--- src/rtl/in_arb_pkg.sv ---
// Shared constants and types for the inbound channel arbiter: sizes, FSM state
// encoding, the beat record carried through the output register and a one-hot helper.
package in_arb_pkg;

    localparam int NREQ   = 4;
    localparam int DATA_W = 148;
    localparam int CNT_W  = 16;
    localparam int IDX_W  = 2;

    typedef enum logic [0:0] {
        ARB_IDLE = 1'b0,
        ARB_LOCK = 1'b1
    } arb_state_t;

    typedef struct packed {
        logic [DATA_W-1:0] data;
        logic              sop;
        logic              eop;
    } beat_t;

    function automatic logic [NREQ-1:0] idx_to_onehot(input logic [IDX_W-1:0] idx);
        idx_to_onehot = {{(NREQ-1){1'b0}}, 1'b1} << idx;
    endfunction

endpackage

--- src/rtl/in_channel_arbiter_rr_pick.sv ---
// Combinational round-robin search: first requester after 'last', wrapping
// modulo NREQ, with 'last' itself as the lowest priority.
module rr_pick
    import in_arb_pkg::*;
(
    input  logic [NREQ-1:0]  req,
    input  logic [IDX_W-1:0] last,
    output logic             found,
    output logic [IDX_W-1:0] idx
);

    logic [IDX_W-1:0] cand_s;

    // Walk from lowest to highest priority so the nearest requester after 'last' wins.
    always_comb begin
        found  = 1'b0;
        idx    = {IDX_W{1'b0}};
        cand_s = {IDX_W{1'b0}};
        for (int k = NREQ; k >= 1; k--) begin
            cand_s = IDX_W'((int'(last) + k) % NREQ);
            if (req[cand_s]) begin
                found = 1'b1;
                idx   = cand_s;
            end else begin
                found = found;
            end
        end
    end

endmodule

--- src/rtl/in_channel_arbiter.sv ---
// Packet-granular round-robin merge of four Avalon-ST requesters into the inbound
// node-FIFO chain, with a registered output stage and per-channel packet counters.
module in_channel_arbiter #(
    parameter int NREQ   = in_arb_pkg::NREQ,
    parameter int DATA_W = in_arb_pkg::DATA_W,
    parameter int CNT_W  = in_arb_pkg::CNT_W
) (
    input  logic              clock,
    input  logic              sclr_n,
    input  logic [DATA_W-1:0] in_data [NREQ],
    input  logic [NREQ-1:0]   in_sop,
    input  logic [NREQ-1:0]   in_eop,
    input  logic [NREQ-1:0]   in_valid,
    output logic [NREQ-1:0]   in_ready,
    output logic [DATA_W-1:0] st_data,
    output logic              st_sop,
    output logic              st_eop,
    output logic              st_valid,
    output logic [1:0]        st_channel,
    input  logic              st_ready,
    input  logic              xoff,
    output logic [NREQ-1:0]   grant,
    output logic [CNT_W-1:0]  pkt_count [NREQ],
    output logic              proto_err
);

    import in_arb_pkg::*;

    localparam logic [CNT_W-1:0] CNT_ONE = {{(CNT_W-1){1'b0}}, 1'b1};

    arb_state_t       state_r,     state_nxt_s;
    logic [IDX_W-1:0] owner_r,     owner_nxt_s;
    logic [IDX_W-1:0] last_r,      last_nxt_s;
    logic [NREQ-1:0]  grant_r,     grant_nxt_s;
    beat_t            out_beat_r,  out_beat_nxt_s;
    logic             out_valid_r, out_valid_nxt_s;
    logic [1:0]       out_chan_r,  out_chan_nxt_s;
    logic             proto_err_r, proto_err_nxt_s;
    logic [CNT_W-1:0] cnt_r [NREQ];

    logic [NREQ-1:0]  req_s;
    logic             found_s;
    logic [IDX_W-1:0] pick_s;
    logic             out_free_s;
    logic             accept_s;
    logic             orphan_s;
    logic             cnt_inc_s;
    beat_t            sel_beat_s;

    // Only sop-carrying beats compete, so an orphan is never eligible in its own cycle.
    assign req_s      = in_valid & in_sop;
    assign sel_beat_s = {in_data[owner_r], in_sop[owner_r], in_eop[owner_r]};

    rr_pick u_rr_pick (
        .req   (req_s),
        .last  (last_r),
        .found (found_s),
        .idx   (pick_s)
    );

    // Ready generation, acceptance and orphan detection.
    always_comb begin
        out_free_s = !out_valid_r || st_ready;
        in_ready   = {NREQ{1'b0}};
        if (!sclr_n) begin
            in_ready = {NREQ{1'b0}};
        end else begin
            case (state_r)
                ARB_IDLE: in_ready = ~in_sop;
                ARB_LOCK: in_ready = idx_to_onehot(owner_r) & {NREQ{out_free_s}};
                default:  in_ready = {NREQ{1'b0}};
            endcase
        end
        accept_s = (state_r == ARB_LOCK) && in_valid[owner_r] && out_free_s;
        orphan_s = (state_r == ARB_IDLE) && (|(in_valid & ~in_sop));
    end

    // Next-state, output-register and bookkeeping decisions.
    always_comb begin
        state_nxt_s     = state_r;
        owner_nxt_s     = owner_r;
        last_nxt_s      = last_r;
        grant_nxt_s     = grant_r;
        out_beat_nxt_s  = out_beat_r;
        out_chan_nxt_s  = out_chan_r;
        out_valid_nxt_s = out_valid_r && !st_ready;
        proto_err_nxt_s = proto_err_r | orphan_s;
        cnt_inc_s       = 1'b0;
        case (state_r)
            ARB_IDLE: begin
                if (!xoff && found_s) begin
                    state_nxt_s = ARB_LOCK;
                    owner_nxt_s = pick_s;
                    grant_nxt_s = idx_to_onehot(pick_s);
                end else begin
                    state_nxt_s = ARB_IDLE;
                end
            end
            ARB_LOCK: begin
                if (accept_s) begin
                    out_beat_nxt_s  = sel_beat_s;
                    out_valid_nxt_s = 1'b1;
                    out_chan_nxt_s  = owner_r;
                    if (sel_beat_s.eop) begin
                        state_nxt_s = ARB_IDLE;
                        last_nxt_s  = owner_r;
                        grant_nxt_s = {NREQ{1'b0}};
                        cnt_inc_s   = 1'b1;
                    end else begin
                        state_nxt_s = ARB_LOCK;
                    end
                end else begin
                    state_nxt_s = ARB_LOCK;
                end
            end
            default: begin
                state_nxt_s = ARB_IDLE;
                grant_nxt_s = {NREQ{1'b0}};
            end
        endcase
    end

    // FSM, output register and sticky error flag.
    always_ff @(posedge clock) begin
        if (!sclr_n) begin
            state_r     <= ARB_IDLE;
            owner_r     <= {IDX_W{1'b0}};
            last_r      <= {IDX_W{1'b1}};
            grant_r     <= {NREQ{1'b0}};
            out_beat_r  <= '{data: {DATA_W{1'b0}}, sop: 1'b0, eop: 1'b0};
            out_valid_r <= 1'b0;
            out_chan_r  <= 2'd0;
            proto_err_r <= 1'b0;
        end else begin
            state_r     <= state_nxt_s;
            owner_r     <= owner_nxt_s;
            last_r      <= last_nxt_s;
            grant_r     <= grant_nxt_s;
            out_beat_r  <= out_beat_nxt_s;
            out_valid_r <= out_valid_nxt_s;
            out_chan_r  <= out_chan_nxt_s;
            proto_err_r <= proto_err_nxt_s;
        end
    end

    // Per-channel packet counters, wrapping naturally at 2^CNT_W.
    always_ff @(posedge clock) begin
        for (int i = 0; i < NREQ; i++) begin
            if (!sclr_n) begin
                cnt_r[i] <= {CNT_W{1'b0}};
            end else if (cnt_inc_s && (owner_r == IDX_W'(i))) begin
                cnt_r[i] <= cnt_r[i] + CNT_ONE;
            end else begin
                cnt_r[i] <= cnt_r[i];
            end
        end
    end

    assign st_data    = out_beat_r.data;
    assign st_sop     = out_beat_r.sop;
    assign st_eop     = out_beat_r.eop;
    assign st_valid   = out_valid_r;
    assign st_channel = out_chan_r;
    assign grant      = grant_r;
    assign pkt_count  = cnt_r;
    assign proto_err  = proto_err_r;

endmodule

--- config.mk ---
export PLATFORM = sky130hd
export DESIGN_NAME = in_channel_arbiter
export DESIGN_NICKNAME = d
export VERILOG_FILES = /design/src/rtl/in_arb_pkg.sv /design/src/rtl/in_channel_arbiter_rr_pick.sv /design/src/rtl/in_channel_arbiter.sv
export SDC_FILE = /design/constraint.sdc
export NUM_CORES = 1
export LEC_CHECK = 0
export ABC_AREA = 1
export CAP_MARGIN = 20
export CORE_AREA = 2 2 329 331
export CTS_CLUSTER_DIAMETER = 60
export DETAILED_ROUTE_END_ITERATION = 8
export DIE_AREA = 0 0 331 333
export REMOVE_ABC_BUFFERS = 1
export SYNTH_ARGS = -nofsm -noshare
export SYNTH_HDL_FRONTEND = slang
export SYNTH_SLANG_ARGS = --single-unit
--- constraint.sdc ---
create_clock -name clock -period 1.8 [get_ports clock]
set_clock_uncertainty 0.15 [all_clocks]
set_input_delay 0.18 -clock clock [delete_from_list [all_inputs] [get_ports clock]]
set_output_delay 0.18 -clock clock [all_outputs]
set_load 0.01 [all_outputs]
==> summary.md, run 1 <==
| Metric | Value |
|---|---|
| Die area | `about 110000 um2` |
| Slew Viols, Final | `0` |
| Layout cell share with drive strength beyond 1 | `0.1648` |
| RD Place Congestion | `approximately 0.9` |
| CTS Hold Bufs | `0` |
| CTS buffer count | `35` |
| R2R setup slack | `-0.30 ns` |
| CTS max path bufs | `3` |
| Unique masters post-synth | `27` |
| TritonCTS clock tree | `done` |
| Synthesized area | `12810 um2` |
| Final hold vios | `0` |
| Most common cell after layout, fill and taps aside | `clkdlybuf4s50_1` |
| Vias in the first global route | `16890` |
| Final Net Count | `3568` |
| Dpl ws | `-0.4131 ns` |
| Leakage | `10.12 nW` |
| GRT Util Overall | `0.1562` |
| Sink Count | `227` |
| Port bufs | `833` |
| Yosys synthesis warning count | `0` |
| Layout-stage area growth over the synthesis result | `113.1%` |
| Core Footprint | `106600 um2` |
| Number of I/O pins | `~830` |
| Total grt overflow | `0` |
| Post-layout instance area | `27300 um2` |
| Placed cell areas | `24070 um2` |
| Pwr per Cell Area | `about 720 nW/um2` |
| Setup TNS | `-54.87 ns` |
| Crit-path max cell delay | `0.36 ns` |
| Cell repeated most along the worst path | `buf_12` |
| Final cycle utilization of the critical path | `1.168` |
| Vias | `around 18000` |
| Clock Latency Late Sink | `0.55 ns` |
| Reg2Reg Depth | `12` |
| Initial DRC Count | `1156` |
| FMAX | `475.5 MHz` |
| Failing checks | `negative setup slack` |
| Detail Route Antenna Nets | `0` |
| Largest net degree at the start of global routing | `71` |
| Row Count | `120` |
| Fillers | `between 10000 and 15000` |
| Initial antenna violation count | `27` |
| DRC viols | `0` |
| Drt pass-1 iters | `5` |
| Worst setup path start | `owner_r[1]` |
| Multi-input logic area | `8133 um2` |
| Initial Util | `0.1202` |
| Crit path DAT | `roughly 2.4 ns` |
| Worst Max-Slew Pin Slew | `0.4510 ns` |
| Worst Path Required | `approximately 2.1 ns` |
| Slowest CP cell | `dfxtp_4` |
| #FFs+latches synth | `227` |
| CP cell instances | `buf_12, nor2_4, buf_6, a22oi_2, nand2_2, nand3_4, buf_12, inv_16, buf_12, buf_4, nand2_1, a21oi_1` |
| Startpoint Class | `flop` |
| Worst r2r src | `owner_r[1]` |
| Seq/Total Area, Yosys | `0.3548` |
| HP Class | `input port to flop` |
| Status | `complete, but fails checks` |
| Synth Instances | `1982` |
| First-pass GRT wire length | `122.8 mm` |
| Maximum VDD drop | `approximately 0.51 mV` |
| Commonest non-fill, non-tap cells in the layout | `clkdlybuf4s50_1, nand2_1, dfxtp_1` |
| Final wirelength | `95.45 mm` |
| RR Endpoint | `st_data[7]` |
| # H-tree levels | `2` |
| Setup ws final | `-0.3031 ns` |
| Register area | `4562 um2` |
| WL/cell | `21.75 um` |
| Relative slew margins | `0.6993` |
| Critical Path Fanout Max | `13` |
| Max Cap Viol | `0` |
| Kind of critical path | `flop to flop` |
| Finish-stage setup viols | `about 330` |
| Worst Setup EP | `st_data[7]` |
| Die width | `331 um` |
| Root Buffer | `clkbuf_16` |
| Average size of a mapped cell | `6.462 um2` |
| Clock Pin Slew Worst Setup and Hold Paths | `0.06 ns` |
| RSZ-0062 raised after global routing | `true` |
| Chip height | `333 um` |
| Final HPWL DP | `73.32 mm` |
| Setup crit end kind | `flop` |
| Via-per-instance ratio | `4.098` |
| Tmin final | `about 2.1 ns` |
cell families after synthesis:
kind of cell	synth area share
compound gates	0.1850
xor+xnor	0.03761
fa+ha+maj	0.003908
buf+inv	0.06779
flops	0.3548
simple gates	0.3509
area by class of cell:
type	count	area share
Antenna cell	5	0.0004584
Timing Repair Buffer	1073	0.4139
Clock buffer	43	0.03465
Inverter	66	0.01095
Sequential cell	227	0.1671
Timing Repair inverter	3	0.002246
Multi-Input combinational cell	1550	0.2979
Tap cell	1403	0.06431
Clock inverter	18	0.008388
state kept, by name (all words and copies together) (netlist names), 2 cells and up:
name and flops:
grant 4, last_r 2, owner_r 2, pkt_count 64, st_channel 2, st_data 148
worst min path at each step:
stage,start,to,cells after the start
after global routing,in_data[205],st_data[57],5
after floorplan,sclr_n,pkt_count[48],2
after detailed placement,proto_err,proto_err,2
after CTS,in_data[205],st_data[57],5
final,in_data[216],st_data[68],5
after global placement,proto_err,proto_err,2
worst max-delay path, delay by kind of cell, from the launching register on:
| kind | cells | cell delay [ns] |
|---|---|---|
| simple gates | 4 | 0.47 |
| flops | 1 | 0.36 |
| compound gates | 2 | 0.18 |
| buf+inv | 6 | 0.84 |
per-layer routing:
layer	vias up	track usage	routed length [um]
li1	8607	-	-
met1	8447	0.1933	39770
met2	771	0.2536	43670
met3	137	0.05648	9513
met4	20	0.04150	2375
met5	-	0	116
Yosys cell counts:
library cell | count | share of area
inv_1 | 59 | 0.017
dfxtp_1 | 227 | 0.35
nand3_1 | 231 | 0.090
nand4_4 | 1 | 0.0017
nor2_4 | 4 | 0.0035
and2_1 | 1 | 0.00049
nand2_1 | 780 | 0.23
buf_4 | 9 | 0.0053
inv_2 | 5 | 0.0015
a211oi_1 | 4 | 0.0023
a21oi_1 | 230 | 0.090
o22ai_1 | 2 | 0.00098
buf_1 | 13 | 0.0038
nand3_2 | 1 | 0.00078
nor2_1 | 46 | 0.013
ha_1 | 4 | 0.0039
xor2_1 | 43 | 0.029
clkbuf_1 | 89 | 0.026
buf_6 | 4 | 0.0035
nor3_1 | 26 | 0.010
a22oi_1 | 150 | 0.088
nand2_2 | 2 | 0.00098
clkinv_1 | 2 | 0.00059
xnor2_1 | 12 | 0.0082
buf_2 | 25 | 0.0098
nand4_1 | 2 | 0.00098
o21ai_0 | 10 | 0.0039
stage by stage:
step | std cells | hold slack, ns | power [W] | util
floorplan | 1842 | 0.1508 | 0.007517 | -
global placement | 4265 | 0.2976 | 0.01145 | 0.2258
detailed placement | 4265 | 0.2924 | 0.01145 | 0.2258
CTS | 4357 | 0.1115 | 0.01917 | 0.2441
global route | 4386 | 0.1359 | 0.02043 | 0.2560
finish | 4388 | 0.1593 | 0.01955 | 0.2561
where the power goes:
part | total, W | switching (W) | leakage, nW | internal, W
Sequential | 0.00544 | 0.000163 | 1.84 | 0.00528
Clock | 0.00708 | 0.00284 | 0.569 | 0.00424
Combinational | 0.00702 | 0.00346 | 7.71 | 0.00356
timing repair:
action                                  in CTS  in global routing
pin swaps                                    8                 49
hold endpoints to repair                     0                  0
cloned                                      10                 20
setup buffers                               21                 13
endpoints found under the setup margin     432                406
gates resized for setup                    149                234
No activity file was read; power rests on OpenSTA's default activity.
==> inputs of run 2 (changes only) <==
Settings changed: CORE_AREA 2 2 329 331 to 2 2 324 326, CTS_BUF_LIST set to sky130_fd_sc_hd__clkbuf_2, DIE_AREA 0 0 331 333 to 0 0 326 328.
==> run 2 against run 1 <==
Compared with the run above:
- the flow still finishes with violations (negative setup slack)
- utilization increased by 9.3 points
- wire length increased by 13%
- critical path depth increased by 3
- cell count increased by 17%
- clock-buffer cell count increased by 58
- worst hold slack improved by 0.0018 ns
- sequential share of layout area decreased by 3.0 points
- final area increased by 32%
- fmax decreased by 21%
- largest cell class unchanged
==> summary.md, run 2 (synthesized netlist as in run 1, its figures left out) <==
| Metric | Value |
|---|---|
| Status | `complete, but fails checks` |
| Failing checks | `negative setup slack` |
| Die area | `106900 um2` |
| Post-layout instance area | `36060 um2` |
| Final cycle utilization of the critical path | `1.482` |
| Net Sw Power | `0.007293 W` |
| Root Buffer | `clkbuf_2` |
| Largest net degree at the start of global routing | `86` |
| Setup crit end kind | `flop` |
| Number of I/O pins | `834` |
| Initial antenna violation count | `29` |
| Final wirelength | `107.8 mm` |
| DRC viols | `0` |
| Vias | `roughly 22000` |
| R2R setup slack | `-0.87 ns` |
| Initial Util | `0.1241` |
| Core Footprint | `a little over 100000 um2` |
| Switching portion of total power | `0.3800` |
| Relative slew margins | `0.5910` |
| Clock Latency Late Sink | `1.02 ns` |
| Fillers | `10150` |
| RR Endpoint | `st_data[28]` |
| FMAX | `374.8 MHz` |
| Initial DRC Count | `1606` |
| Die width | `326 um` |
| Maximum VDD drop | `0.2946 mV` |
| Flip-flop count of the largest register after layout | `148` |
| Pwr per Cell Area | `532.2 nW/um2` |
| # H-tree levels | `3` |
| RSZ-0062 raised after global routing | `true` |
| Vias in the first global route | `21957` |
| Slew Viols, Final | `0` |
| Total grt overflow | `0` |
| Clock Pin Slew Worst Setup and Hold Paths | `0.12 ns` |
| Via-per-instance ratio | `4.341` |
| Hold wc startpoint | `st_ready` |
| Slowest CP cell | `dfxtp_4` |
| Finished Core Util | `0.3494` |
| Critical path's top delay family | `buffers and inverters` |
| Seq pwr share | `0.287` |
| Port bufs | `approximately 830` |
| HP Class | `input port to flop` |
| Leakage | `14.46 nW` |
| Worst r2r src | `owner_r[1]` |
| Setup ws final | `-0.8680 ns` |
| Row Count | `about 120` |
| Critical Path Fanout Max | `7` |
| Power Total | `0.01919 W` |
| Cell-internal power | `0.01190 W` |
| First-pass GRT wire length | `between 100 and 150 mm` |
| Most common cell after layout, fill and taps aside | `dlygate4sd3_1` |
| CTS max path bufs | `3` |
| Worst Max-Slew Pin Slew | `roughly 0.61 ns` |
| Final hold vios | `0` |
| Min Hold Slack | `0.1611 ns` |
| Finish-stage setup viols | `between 300 and 400` |
| Crit path DAT | `roughly 3.4 ns` |
| Hold Path Depth | `7` |
| Detail Route Antenna Nets | `0` |
| WL/cell | `20.96 um` |
| Layout cell share with drive strength beyond 1 | `0.3657` |
| Drt pass-1 iters | `5` |
| Cell repeated most along the worst path | `buf_6` |
| Worst Path Required | `2.55 ns` |
| Final HPWL DP | `70.72 mm` |
| TritonCTS clock tree | `done` |
| Final Net Count | `4306` |
| Tmin final | `2.668 ns` |
| GRT Util Overall | `0.1808` |
| CP cell instances | `buf_6, nor2_4, buf_6, buf_6, buf_6, buf_6, buf_12, buf_12, buf_16, buf_4, clkbuf_16, a22oi_1, nand3_1, nand2_4, a21oi_2` |
| Layout-stage area growth over the synthesis result | `181.5%` |
| Clock Power Share | `0.236` |
| Max Cap Viol | `0` |
| Kind of critical path | `flop to flop` |
| RD Place Congestion | `approximately 0.9` |
| Commonest non-fill, non-tap cells in the layout | `dlygate4sd3_1, clkdlybuf4s50_1, nand2_1` |
| Combinational share of power | `0.476` |
| Crit-path max cell delay | `0.40 ns` |
| Sink Count | `227` |
| Dpl ws | `-0.4089 ns` |
| Reg2Reg Depth | `15` |
| Buf/Inv on CP | `10` |
| WHS Endpoint | `st_valid` |
| Startpoint Class | `flop` |
| Placed cell areas | `23910 um2` |
| CTS buffer count | `72` |
| Chip height | `328 um` |
-- run 2: cell count changes in the layout (fill, tap and decap cells not counted), moves of 111 or more --
cell | before | now
clkdlybuf4s50_1 | 784 | 607
a21oi_1 | 179 | 67
buf_6 | 23 | 259
nand2_1 | 710 | 572
dfxtp_2 | 5 | 179
dfxtp_1 | 219 | 3
a21oi_2 | 50 | 161
dlygate4sd3_1 | 0 | 608
-- run 2: cell type report --
| class | count | area, um2 | area share |
|---|---|---|---|
| Multi-Input combinational cell | 1549 | 9637 | 0.2672 |
| Timing Repair Buffer | 1778 | 18770 | 0.5205 |
| Clock inverter | 25 | 158.9 | 0.004406 |
| Sequential cell | 227 | 4937 | 0.1369 |
| Clock buffer | 101 | 505.5 | 0.01402 |
| Antenna cell | 17 | 42.54 | 0.001180 |
| Inverter | 66 | 282.8 | 0.007841 |
| Tap cell | 1380 | 1727 | 0.04788 |
-- run 2: power by group through the flow --
stage	registers (W)	clock network, W	logic, W
2_1_floorplan	0.00563	0	0.00188
3_3_place_gp	0.00554	0	0.00582
3_5_place_dp	0.00554	0	0.00580
4_1_cts	0.00547	0.00473	0.00774
5_1_grt	0.00554	0.00501	0.00958
6_report	0.00552	0.00453	0.00914
-- run 2: repair_timing --
| item | in CTS | in global routing |
|---|---|---|
| hold buffers | 608 | 0 |
| cloned | 17 | 18 |
| hold endpoints to repair | 177 | 0 |
| pin swaps | 36 | 173 |
| setup buffers | 115 | 47 |
| endpoints found under the setup margin | 450 | 451 |
| gates resized for setup | 1589 | 655 |
-- run 2: how the worst max path moves through the flow --
stage / end / cells after the start / slack, ns / from
3_3_place_gp: st_data[24] / 8 / -0.38 / st_ready
5_1_grt: in_ready[3] / 8 / -0.94 / owner_r[0]
6_report: st_data[28] / 15 / -0.87 / owner_r[1]
2_1_floorplan: st_channel[0] / 8 / -4.78 / owner_r[0]
3_5_place_dp: in_ready[2] / 7 / -0.41 / st_ready
4_1_cts: in_ready[3] / 8 / -0.95 / owner_r[0]
-- run 2: per-stage QoR --
| step | setup TNS (ns) | cells |
|---|---|---|
| after floorplan | -880.86 | 1842 |
| after global placement | -72.79 | 4228 |
| after detailed placement | -72.79 | 4228 |
| after CTS | -143.81 | 5080 |
| after global routing | -219.74 | 5138 |
| final | -150.45 | 5143 |
-- run 2: worst min-delay path, stage by stage --
cell	delay [ns]
clkdlybuf4s50_1	0.50
nor2_2	0.06
inv_4	0.08
buf_4	0.15
buf_4	0.13
buf_4	0.12
a21oi_1	0.07
-- run 2: metal layers --
metal,vias to the layer above,wire length (um),global-route usage,share of wire
met5,-,103,0,0.00096
met4,16,6095,0.09317,0.057
met3,339,9652,0.05344,0.090
met2,1305,49080,0.2895,0.46
met1,10526,42890,0.2188,0.40
li1,10139,-,-,-
==> inputs of run 3 (changes only) <==
Settings changed: ABC_AREA 1 to 0, CORE_AREA 2 2 324 326 to 2 2 329 331, DIE_AREA 0 0 326 328 to 0 0 331 333, SKIP_LAST_GASP set to 1, SYNTH_HIERARCHICAL set to 1.
==> run 3 against run 2 <==
Compared with the run above:
- the run still ends with negative setup slack left
- wire length down 5.4%
- sequential share of layout area up 1.1 points
- critical path depth down 9
- total power down 20%
- non-clock buffer count down 49
- synthesized area down 2.9%
- cell count down 13%
- worst hold slack worse by 0.048 ns
- fmax up 6.2%
- critical path type is now flop to primary output
==> summary.md, run 3 <==
| Metric | Value |
|---|---|
| Top post-synthesis cells by count | `nand2_1, dfxtp_1, a21oi_1, mux4_2, nor2_1` |
| Final hold vios | `0` |
| # H-tree levels | `3` |
| Worst Path Required | `1.47 ns` |
| Average size of a mapped cell | `about 9.7 um2` |
| Clock Latency Late Sink | `1.06 ns` |
| Share of the synthesized area in the top cell type | `0.3655` |
| Largest family of logic cells by synthesized area | `multiplexers` |
| Chip height | `333 um` |
| Initial DRC Count | `1070` |
| Post-synthesis share of cell area spent on xor and xnor gates | `0.03452` |
| Port bufs | `833` |
| Die area | `110200 um2` |
| WL/cell | `22.92 um` |
| Post-synth ARST share | `0` |
| Initial Util | `0.1166` |
| Kind of critical path | `flop to primary output` |
| Number of I/O pins | `approximately 830` |
| Synth area leader | `dfxtp_1` |
| Detail Route Antenna Nets | `0` |
| Die width | `331 um` |
| Startpoint Class | `flop` |
| Max Cap Viol | `0` |
| Largest net degree at the start of global routing | `74` |
| Pwr per Cell Area | `between 400 and 500 nW/um2` |
| Post-synthesis simple-gate area fraction | `0.1928` |
| Clock Pin Slew Worst Setup and Hold Paths | `between 0.1 and 0.15 ns` |
| Initial antenna violation count | `49` |
| Leakage | `around 13 nW` |
| Setup TNS | `-130.84 ns` |
| TritonCTS clock tree | `done` |
| Synth Instances | `1288` |
| RD Place Congestion | `~0.94` |
| Power Total | `about 0.015 W` |
| GRT Max-Usage Layer | `met2` |
| First-pass GRT wire length | `between 100 and 150 mm` |
| Most common cell after layout, fill and taps aside | `dlygate4sd3_1` |
| Seq/Total Area, Yosys | `0.3655` |
| Layout cell share with drive strength beyond 1 | `0.3521` |
| EDFF count, synth | `0` |
| Count leader, synth | `nand2_1` |
| HP Class | `input port to flop` |
| Failing checks | `negative setup slack` |
| Reg2Reg Depth | `9` |
| RSZ-0062 raised after global routing | `true` |
| Adder-cell share of the synthesized area | `0.004026` |
| Dpl ws | `-0.7751 ns` |
| Layout-stage area growth over the synthesis result | `166.0%` |
| Flip-flop count of the largest register after layout | `148` |
| Vias | `18313` |
| #FFs+latches synth | `227` |
| Tmin final | `2.512 ns` |
| Row Count | `120` |
| GRT Util Overall | `0.1665` |
| CTS max path bufs | `3` |
| Final cycle utilization of the critical path | `1.395` |
| Synthesized area | `12430 um2` |
| Unique masters post-synth | `51` |
| Yosys synthesis warning count | `6` |
| FMAX | `398.2 MHz` |
| GR Util met2 | `0.2703` |
| Final HPWL DP | `72.30 mm` |
| Finish-stage setup viols | `415` |
| Hold Path Depth | `7` |
| Setup ws final | `-0.7116 ns` |
| Leading post-synthesis cells by cell area | `dfxtp_1, mux4_2, nand2_1` |
| Sink Count | `227` |
| GR Layer Usage met1 | `0.1899` |
| Top_reg_cell synth | `dfxtp_1` |
| CTS buffer count | `69` |
| Final Net Count | `approximately 3600` |
| Commonest non-fill, non-tap cells in the layout | `dlygate4sd3_1, clkdlybuf4s50_1, nand2_1` |
| DRC viols | `0` |
| Worst Max-Slew Pin Slew | `0.5289 ns` |
| Via-per-instance ratio | `a little over 4` |
| Maximum VDD drop | `0.2940 mV` |
| Crit path DAT | `between 2 and 2.5 ns` |
| Relative slew margins | `0.6465` |
| Core Footprint | `approximately 110000 um2` |
| Slew Viols, Final | `0` |
| GR Layer Usage met3 | `0.06519` |
| Post-synthesis compound-gate area fraction | `0.08152` |
| Setup crit end kind | `primary output` |
| Total grt overflow | `0` |
| Multiplexer share of the synthesized area | `0.2811` |
| Status | `complete, but fails checks` |
| Vias in the first global route | `approximately 19000` |
| Root Buffer | `clkbuf_2` |
| Critical Path Fanout Max | `5` |
| Fillers | `10741` |
| Final wirelength | `102.0 mm` |
| Drt pass-1 iters | `5` |
## run 3: cells by family (layout without fill, tap and decap cells)
group	count (synthesis)	count (layout)
AO/OA/AOI/OAI	195	195
XOR/XNOR	49	49
adder cells (fa/ha/maj)	4	4
buffers and inverters	114	1855
flip-flops	227	227
multiplexers	160	160
other	0	18
AND/OR/NAND/NOR	539	540
## run 3: metal layers
metal / part of all wire / up-vias
met5: 0.0025 / -
met4: 0.042 / 42
met3: 0.10 / 253
met2: 0.46 / 1084
met1: 0.39 / 8820
li1: - / 8114
## run 3: worst paths after layout
| check | from | endpoint | slack [ns] |
|---|---|---|---|
| setup / recovery | st_valid | in_ready[2] | -0.71 |
| hold / removal | st_ready | pkt_count[33] | 0.11 |
| setup reg to reg | owner_r[0] | st_data[6] | -0.65 |
| hold reg to reg | st_data[125] | st_data[125] | 0.31 |
## run 3: what timing repair did
item	4_1_cts	5_1_grt
buffers inserted	94	28
gates resized for setup	1481	116
hold buffers	609	1
cloned	0	24
endpoints found under the setup margin	448	451
pin swaps	10	28
hold endpoints to repair	225	2
## run 3: worst max-delay path, cell delays in order, from the launching register on
cell and delay (ns):
dfxtp_2 0.35, nor2b_4 0.14, buf_12 0.14, nor3_4 0.18, nor2_1 0.06, nor2_1 0.11
buf_2 0.15
## run 3: final cells by class
type	count	area, um2	area share
sequential	227	4898	0.1481
clock buffer	97	485.5	0.01468
timing repair buffer	1729	17940	0.5425
tap	1403	1755	0.05308
clock inverter	19	121.4	0.003670
antenna	18	45.04	0.001362
inverter	10	45.04	0.001362
multi-input combinational	948	7780	0.2352
## run 3: where the power goes
| group | internal, W | switching (W) |
|---|---|---|
| sequential | 0.00520 | 0.000151 |
| clock | 0.00160 | 0.00266 |
| combinational | 0.00364 | 0.00218 |
| total | 0.0104 | 0.00499 |
## run 3: per-stage QoR
stage / cell area [um2] / std cells / hold WS, ns / utilization
after floorplan: 11970 / 1184 / 0.09194 / -
after global placement: 23560 / 3577 / 0.2890 / 0.2210
after detailed placement: 23560 / 3577 / 0.2929 / 0.2210
after CTS: 31730 / 4384 / -0.2355 / 0.2977
after global routing: 33060 / 4446 / -0.01795 / 0.3101
final: 33070 / 4451 / 0.1134 / 0.3102
